### config.mk
export PLATFORM = sky130hd
export DESIGN_NAME = regfile_dump_reader_flat
export DESIGN_NICKNAME = d
export VERILOG_FILES = /design/src/rtl/regfile_dump_reader_pkg.sv /design/src/rtl/regfile_dump_reader_if.sv /design/src/rtl/regfile_dump_reader.sv /design/src/flat_wrapper.sv
export SDC_FILE = /design/constraint.sdc
export NUM_CORES = 1
export LEC_CHECK = 0
export CORE_MARGIN = 10
export CORE_UTILIZATION = 43
export DETAILED_ROUTE_END_ITERATION = 10
export PLACE_DENSITY = 0.88
export SETUP_SLACK_MARGIN = 0.4
export SLEW_MARGIN = 15
export SYNTH_ARGS = -nofsm -noshare
export SYNTH_HDL_FRONTEND = slang
export SYNTH_SLANG_ARGS = --single-unit
### constraint.sdc
create_clock -name clk -period 2.24 [get_ports clk]
set_input_delay 0.448 -clock clk [delete_from_list [all_inputs] [get_ports clk]]
set_output_delay 0.448 -clock clk [all_outputs]
set_load 0.005 [all_outputs]
### src/rtl/regfile_dump_reader_pkg.sv
// Shared types and sizing for the register-file debug dump reader.
package regfile_dump_reader_pkg;

  // Register value width, architectural register count and index width.
  // ADDR_WIDTH must cover NUM_REGS (2**ADDR_WIDTH >= NUM_REGS).
  localparam int unsigned DATA_WIDTH = 32;
  localparam int unsigned NUM_REGS   = 32;
  localparam int unsigned ADDR_WIDTH = 5;

  // Reader sequencing: IDLE -> ADDR -> SEND -> (ADDR ...) -> FINISH -> IDLE.
  typedef enum logic [1:0] {
    IDLE   = 2'd0,
    ADDR   = 2'd1,
    SEND   = 2'd2,
    FINISH = 2'd3
  } dump_state_t;

  // One streamed beat: register value, its index and end-of-request flag.
  typedef struct packed {
    logic [DATA_WIDTH-1:0] data;
    logic [ADDR_WIDTH-1:0] index;
    logic                  last;
  } dump_beat_t;

  // A beat ends the request for a peek, or at the top architectural register.
  function automatic logic is_last_beat(input logic                  single,
                                        input logic [ADDR_WIDTH-1:0] idx);
    return single || (idx == ADDR_WIDTH'(NUM_REGS - 1));
  endfunction

endpackage

### src/rtl/regfile_dump_reader_if.sv
// Register-file debug read port plus the valid/ready output beat stream.
interface regfile_dump_reader_if;
  import regfile_dump_reader_pkg::*;

  logic [ADDR_WIDTH-1:0] rf_rd_addr;
  logic [DATA_WIDTH-1:0] rf_rd_data;
  logic                  out_valid;
  logic                  out_ready;
  logic [DATA_WIDTH-1:0] out_data;
  logic [ADDR_WIDTH-1:0] out_index;
  logic                  out_last;

  // Reader side: drives the read address and the beat stream.
  modport master (
    output rf_rd_addr,
    input  rf_rd_data,
    output out_valid,
    input  out_ready,
    output out_data,
    output out_index,
    output out_last
  );

  // Register file / consumer side.
  modport slave (
    input  rf_rd_addr,
    output rf_rd_data,
    input  out_valid,
    output out_ready,
    input  out_data,
    input  out_index,
    input  out_last
  );

endinterface

### src/rtl/regfile_dump_reader.sv
// Walks the register-file debug read port and streams each value out,
// either a full x0..x(NUM_REGS-1) dump or a single-register peek.
module regfile_dump_reader
  import regfile_dump_reader_pkg::*;
(
  input  logic                   clk,
  input  logic                   reset,
  input  logic                   start_i,
  input  logic                   single_mode_i,
  input  logic [ADDR_WIDTH-1:0]  single_addr_i,
  output logic                   busy_o,
  output logic                   done_o,
  regfile_dump_reader_if.master  bus
);

  dump_state_t           state_q,  state_d;
  logic [ADDR_WIDTH-1:0] index_q,  index_d;
  logic                  single_q, single_d;
  dump_beat_t            beat_q,   beat_d;
  logic                  valid_q,  valid_d;
  logic                  busy_q,   busy_d;
  logic                  done_q,   done_d;
  logic                  accept_c;

  // Beat handed over at the coming edge.
  assign accept_c = valid_q && bus.out_ready;

  // Next-state, index walk and output holding register update.
  always_comb begin
    state_d  = state_q;
    index_d  = index_q;
    single_d = single_q;
    beat_d   = beat_q;

    unique case (state_q)
      IDLE: begin
        if (start_i) begin
          single_d = single_mode_i;
          index_d  = single_mode_i ? single_addr_i : '0;
          state_d  = ADDR;
        end
      end
      ADDR: begin
        // Read data is combinational off index_q; it is captured here so a
        // falling-edge write earlier in this cycle is included.
        beat_d.data  = bus.rf_rd_data;
        beat_d.index = index_q;
        beat_d.last  = is_last_beat(single_q, index_q);
        state_d      = SEND;
      end
      SEND: begin
        if (accept_c) begin
          if (beat_q.last) begin
            state_d = FINISH;
          end else begin
            index_d = index_q + ADDR_WIDTH'(1);
            state_d = ADDR;
          end
        end
      end
      FINISH: begin
        state_d = IDLE;
      end
      default: begin
        state_d = IDLE;
      end
    endcase

    // Status flags are registered alongside the state they describe.
    valid_d = (state_d == SEND);
    busy_d  = (state_d != IDLE);
    done_d  = (state_d == FINISH);
  end

  // State and output registers with synchronous reset.
  always_ff @(posedge clk) begin
    if (reset) begin
      state_q  <= IDLE;
      index_q  <= '0;
      single_q <= 1'b0;
      beat_q   <= '0;
      valid_q  <= 1'b0;
      busy_q   <= 1'b0;
      done_q   <= 1'b0;
    end else begin
      state_q  <= state_d;
      index_q  <= index_d;
      single_q <= single_d;
      beat_q   <= beat_d;
      valid_q  <= valid_d;
      busy_q   <= busy_d;
      done_q   <= done_d;
    end
  end

  assign bus.rf_rd_addr = index_q;
  assign bus.out_valid  = valid_q;
  assign bus.out_data   = beat_q.data;
  assign bus.out_index  = beat_q.index;
  assign bus.out_last   = beat_q.last;
  assign busy_o         = busy_q;
  assign done_o         = done_q;

endmodule

### src/flat_wrapper.sv
// flat-port wrapper written by rule: the top's interface ports become plain ports
module regfile_dump_reader_flat import regfile_dump_reader_pkg::*;
  (clk, reset, start_i, single_mode_i, single_addr_i, busy_o, done_o, bus_rf_rd_addr, bus_rf_rd_data, bus_out_valid, bus_out_ready, bus_out_data, bus_out_index, bus_out_last);
  regfile_dump_reader_if bus_i ();
  input  logic clk;
  input  logic reset;
  input  logic start_i;
  input  logic single_mode_i;
  input  logic [ADDR_WIDTH-1:0] single_addr_i;
  output logic busy_o;
  output logic done_o;
  output wire logic [$bits(bus_i.rf_rd_addr)-1:0] bus_rf_rd_addr;
  input wire logic [$bits(bus_i.rf_rd_data)-1:0] bus_rf_rd_data;
  output wire logic [$bits(bus_i.out_valid)-1:0] bus_out_valid;
  input wire logic [$bits(bus_i.out_ready)-1:0] bus_out_ready;
  output wire logic [$bits(bus_i.out_data)-1:0] bus_out_data;
  output wire logic [$bits(bus_i.out_index)-1:0] bus_out_index;
  output wire logic [$bits(bus_i.out_last)-1:0] bus_out_last;
  assign bus_rf_rd_addr = bus_i.rf_rd_addr;
  assign bus_i.rf_rd_data = bus_rf_rd_data;
  assign bus_out_valid = bus_i.out_valid;
  assign bus_i.out_ready = bus_out_ready;
  assign bus_out_data = bus_i.out_data;
  assign bus_out_index = bus_i.out_index;
  assign bus_out_last = bus_i.out_last;
  regfile_dump_reader u_core (.clk(clk), .reset(reset), .start_i(start_i), .single_mode_i(single_mode_i), .single_addr_i(single_addr_i), .busy_o(busy_o), .done_o(done_o), .bus(bus_i));
endmodule
==> impl_metrics.toml <==
[sta]
relSlewSlack = 0.606
worst_slack_ns = 0.491
skew_ns = 0.00650
finalHoldViolCount = 0
fmax_mhz = 572
period_share = 0.781
setup_viol = 0
period_needed_ns = 1.75
worstMarginPinSlew_ns = 0.591
rsz0062_at_grt = "no"
slew_viol_final = 0
fin_tns_setup_ns = 0

[routing]
drc = 0
drtIter0Drc = 123
first_pass_iters = 5
vias = 1801
drt_wl_total_um = 5280
via_per_inst = 4.92
ant_nets = 0
avgRoutedWirePerCell_um = 14.4

[floorplan]
die_x_um = 85.4
dieHeight_um = 85.4
fp-row-count = 23
die_area_mm2 = 0.00729
ios = 88
core_area_mm2 = 0.00406
initial_core_util = 0.453

[cts]
htree_levels = 2
cts_setup_buffers = 0
cts_inserted_buffers = 5
hold_buffers = 0
cts-root-buf = "clkbuf_8"
ctsResizeCount = 0
cts.reportedPaths.clkPinSlew_ns = 0.09
cts_sinks = 49
clock_latency_ns = 0.30
cts_tree = "yes"
clockBufferDepth = 2

[critical_path]
arrival_ns = 1.30
r2r_cells = 4
cpPeakStageDelay_ns = 0.55
r2r_end = "u_core.bus.out_last"
cp.buffers_inverters = 1
crit_chain = "clkdlybuf4s50_1"
endpoint_kind = "primary output"
worstPathRequired_ns = 1.79
r2r_start = "u_core.state_q[0]"
critPathLaunchType = "flip-flop"
path_class = "flip-flop to primary output"
crit_slowest_cell = "clkdlybuf4s50_1"
rrSetupSlack_ns = 0.69
cp_max_fo = 6
path_delay_family = "buffers and inverters"

[finish]
final_common_cell = "clkdlybuf4s50_1"
drive_gt1_frac = 0.0538
final.fill_count = 339
area_growth_pct = 54.7
n_antenna_cell = 0
final_cell_mix = "clkdlybuf4s50_1, nand2_1, dfxtp_1, a21oi_1, nor2_1"
design.final.nets = 359
fin_area_mm2 = 0.00284

[power]
p_total_w = 0.00180
power.leakage_nw = 1.02
vdd_drop_max_uv = 530
power_density_mw_per_mm2 = 631

[global_routing]
grt_usage = 0.142
grt_pass1_vias = 1752
top_usage_layer = "met2"
met2_usage = 0.226
grt_max_degree = 33
antenna_found_initial = 0
grt_pass1_wl_um = 8470
use_met1 = 0.145
grt_overflow = 0
gr-usage-met3 = 0.0966

[yosys]
synth_cell_types = 27
syn-num-nets = 274
ys_ff_latch = 49
synthCells = 230
ys_warn_count = 0
syn_area_mm2 = 0.00184
synth.avg_cell_area_um2 = 7.99
ys_seq_area_frac = 0.534

[worst_hold_path]
holdPathEnd = "u_core.bus.out_data[31]"
min_from = "u_core.bus.out_data[31]"
hold_path.class = "flip-flop to flip-flop"
holdPathStages = 2

[status]
status = "finished clean"

[placement]
postPlaceCellArea_mm2 = 0.00275
port_buffers = 87
dp_slack_ns = 0.407
dp_hpwl_um = 3980
finalWeightedCongestion = 0.930

[run]
max_cap_viol_count = 0
[synth_stat cells (all sizes together)]
| cell type | count | area, µm² |
|---|---|---|
| nand2 | 79 | 297 |
| dfxtp | 49 | 981 |
| a21oi | 43 | 219 |
| clkbuf | 9 | 33.8 |
| nor2 | 8 | 30.0 |
| buf | 6 | 32.5 |
| o21ai | 5 | 25.0 |
| nand3 | 4 | 20.0 |
| nor3 | 4 | 20.0 |
| and3 | 3 | 18.8 |
| nand2b | 3 | 18.8 |
| a211oi | 2 | 15.0 |
| a311oi | 2 | 17.5 |
| ha | 2 | 25.0 |
| a211o | 1 | 8.76 |
| a21o | 1 | 7.51 |
| a31oi | 1 | 6.26 |
| and2 | 1 | 6.26 |
| and2b | 1 | 7.51 |
| mux2i | 1 | 10.0 |
| nand4b | 1 | 8.76 |
| nor2b | 1 | 6.26 |
| nor3b | 1 | 7.51 |
| nor4b | 1 | 8.76 |
| or4 | 1 | 7.51 |
[stage by stage]
| step | utilization | instances | hold WS [ns] |
|---|---|---|---|
| after floorplan | - | 230 | 0.453 |
| after global placement | 0.677 | 358 | 0.440 |
| after detailed placement | 0.677 | 358 | 0.446 |
| after CTS | 0.700 | 366 | 0.458 |
| after global routing | 0.701 | 366 | 0.474 |
| final | 0.701 | 366 | 0.454 |
[worst max path at each step]
stage                        startpoint                        to  slack [ns]  cells past startpoint
4_1_cts        u_core.bus.rf_rd_addr[0]         bus_rf_rd_addr[0]        0.42                      1
6_report       u_core.bus.rf_rd_addr[2]         bus_rf_rd_addr[2]        0.49                      1
2_1_floorplan  u_core.bus.rf_rd_addr[0]  u_core.bus.rf_rd_addr[4]        0.88                      5
3_5_place_dp              bus_out_ready  u_core.bus.rf_rd_addr[4]        0.41                      5
3_3_place_gp              bus_out_ready  u_core.bus.rf_rd_addr[1]        0.48                      5
5_1_grt        u_core.bus.rf_rd_addr[2]         bus_rf_rd_addr[2]        0.44                      1
[power breakdown]
group	internal [W]	switching, W
clock	0.000251	0.000289
sequential	0.000917	0.0000336
combinational	0.000179	0.000126
[cells by family (layout without fill, tap and decap cells)]
group	count (synthesis)	count (layout)	synth area share
adders and majority gates	2	2	0.0136
buffers and inverters	15	101	0.0361
DFF	49	49	0.534
and+or+nand+nor	108	108	0.248
AOI/OAI and AO/OA	55	55	0.163
muxes	1	1	0.00545
[layout make-up]
class | instances | area, µm² | share of cell area
clock buffer | 6 | 82.6 | 0.0290
tap | 50 | 62.6 | 0.0220
clock inverter | 2 | 13.8 | 0.00484
sequential | 49 | 982 | 0.346
multi-input combinational | 166 | 791 | 0.278
timing repair buffer | 93 | 911 | 0.320
[sequential cells by signal (all words and copies together) (netlist names)]
name                   flops
u_core.bus.out_data       32
u_core.bus.out_index       5
u_core.bus.rf_rd_addr      5
u_core.state_q             2
u_core.bus.out_last        1
u_core.bus.out_valid       1
u_core.busy_o              1
u_core.done_o              1
u_core.single_q            1
[layer usage]
layer	vias up	wire length, µm	part of all wire
met5	-	0	0
met4	0	73	0.014
met3	6	679	0.13
met2	65	2500	0.47
met1	799	2030	0.38
li1	931	-	-
[worst reg2reg max path: cells and delay by family (launching register included)]
| family | cells | cell delay, ns |
|---|---|---|
| buffers and inverters | 1 | 0.31 |
| AND/OR/NAND/NOR | 3 | 0.61 |
| flip-flops | 1 | 0.54 |
Note: power is estimated with default switching activity, not from simulation.
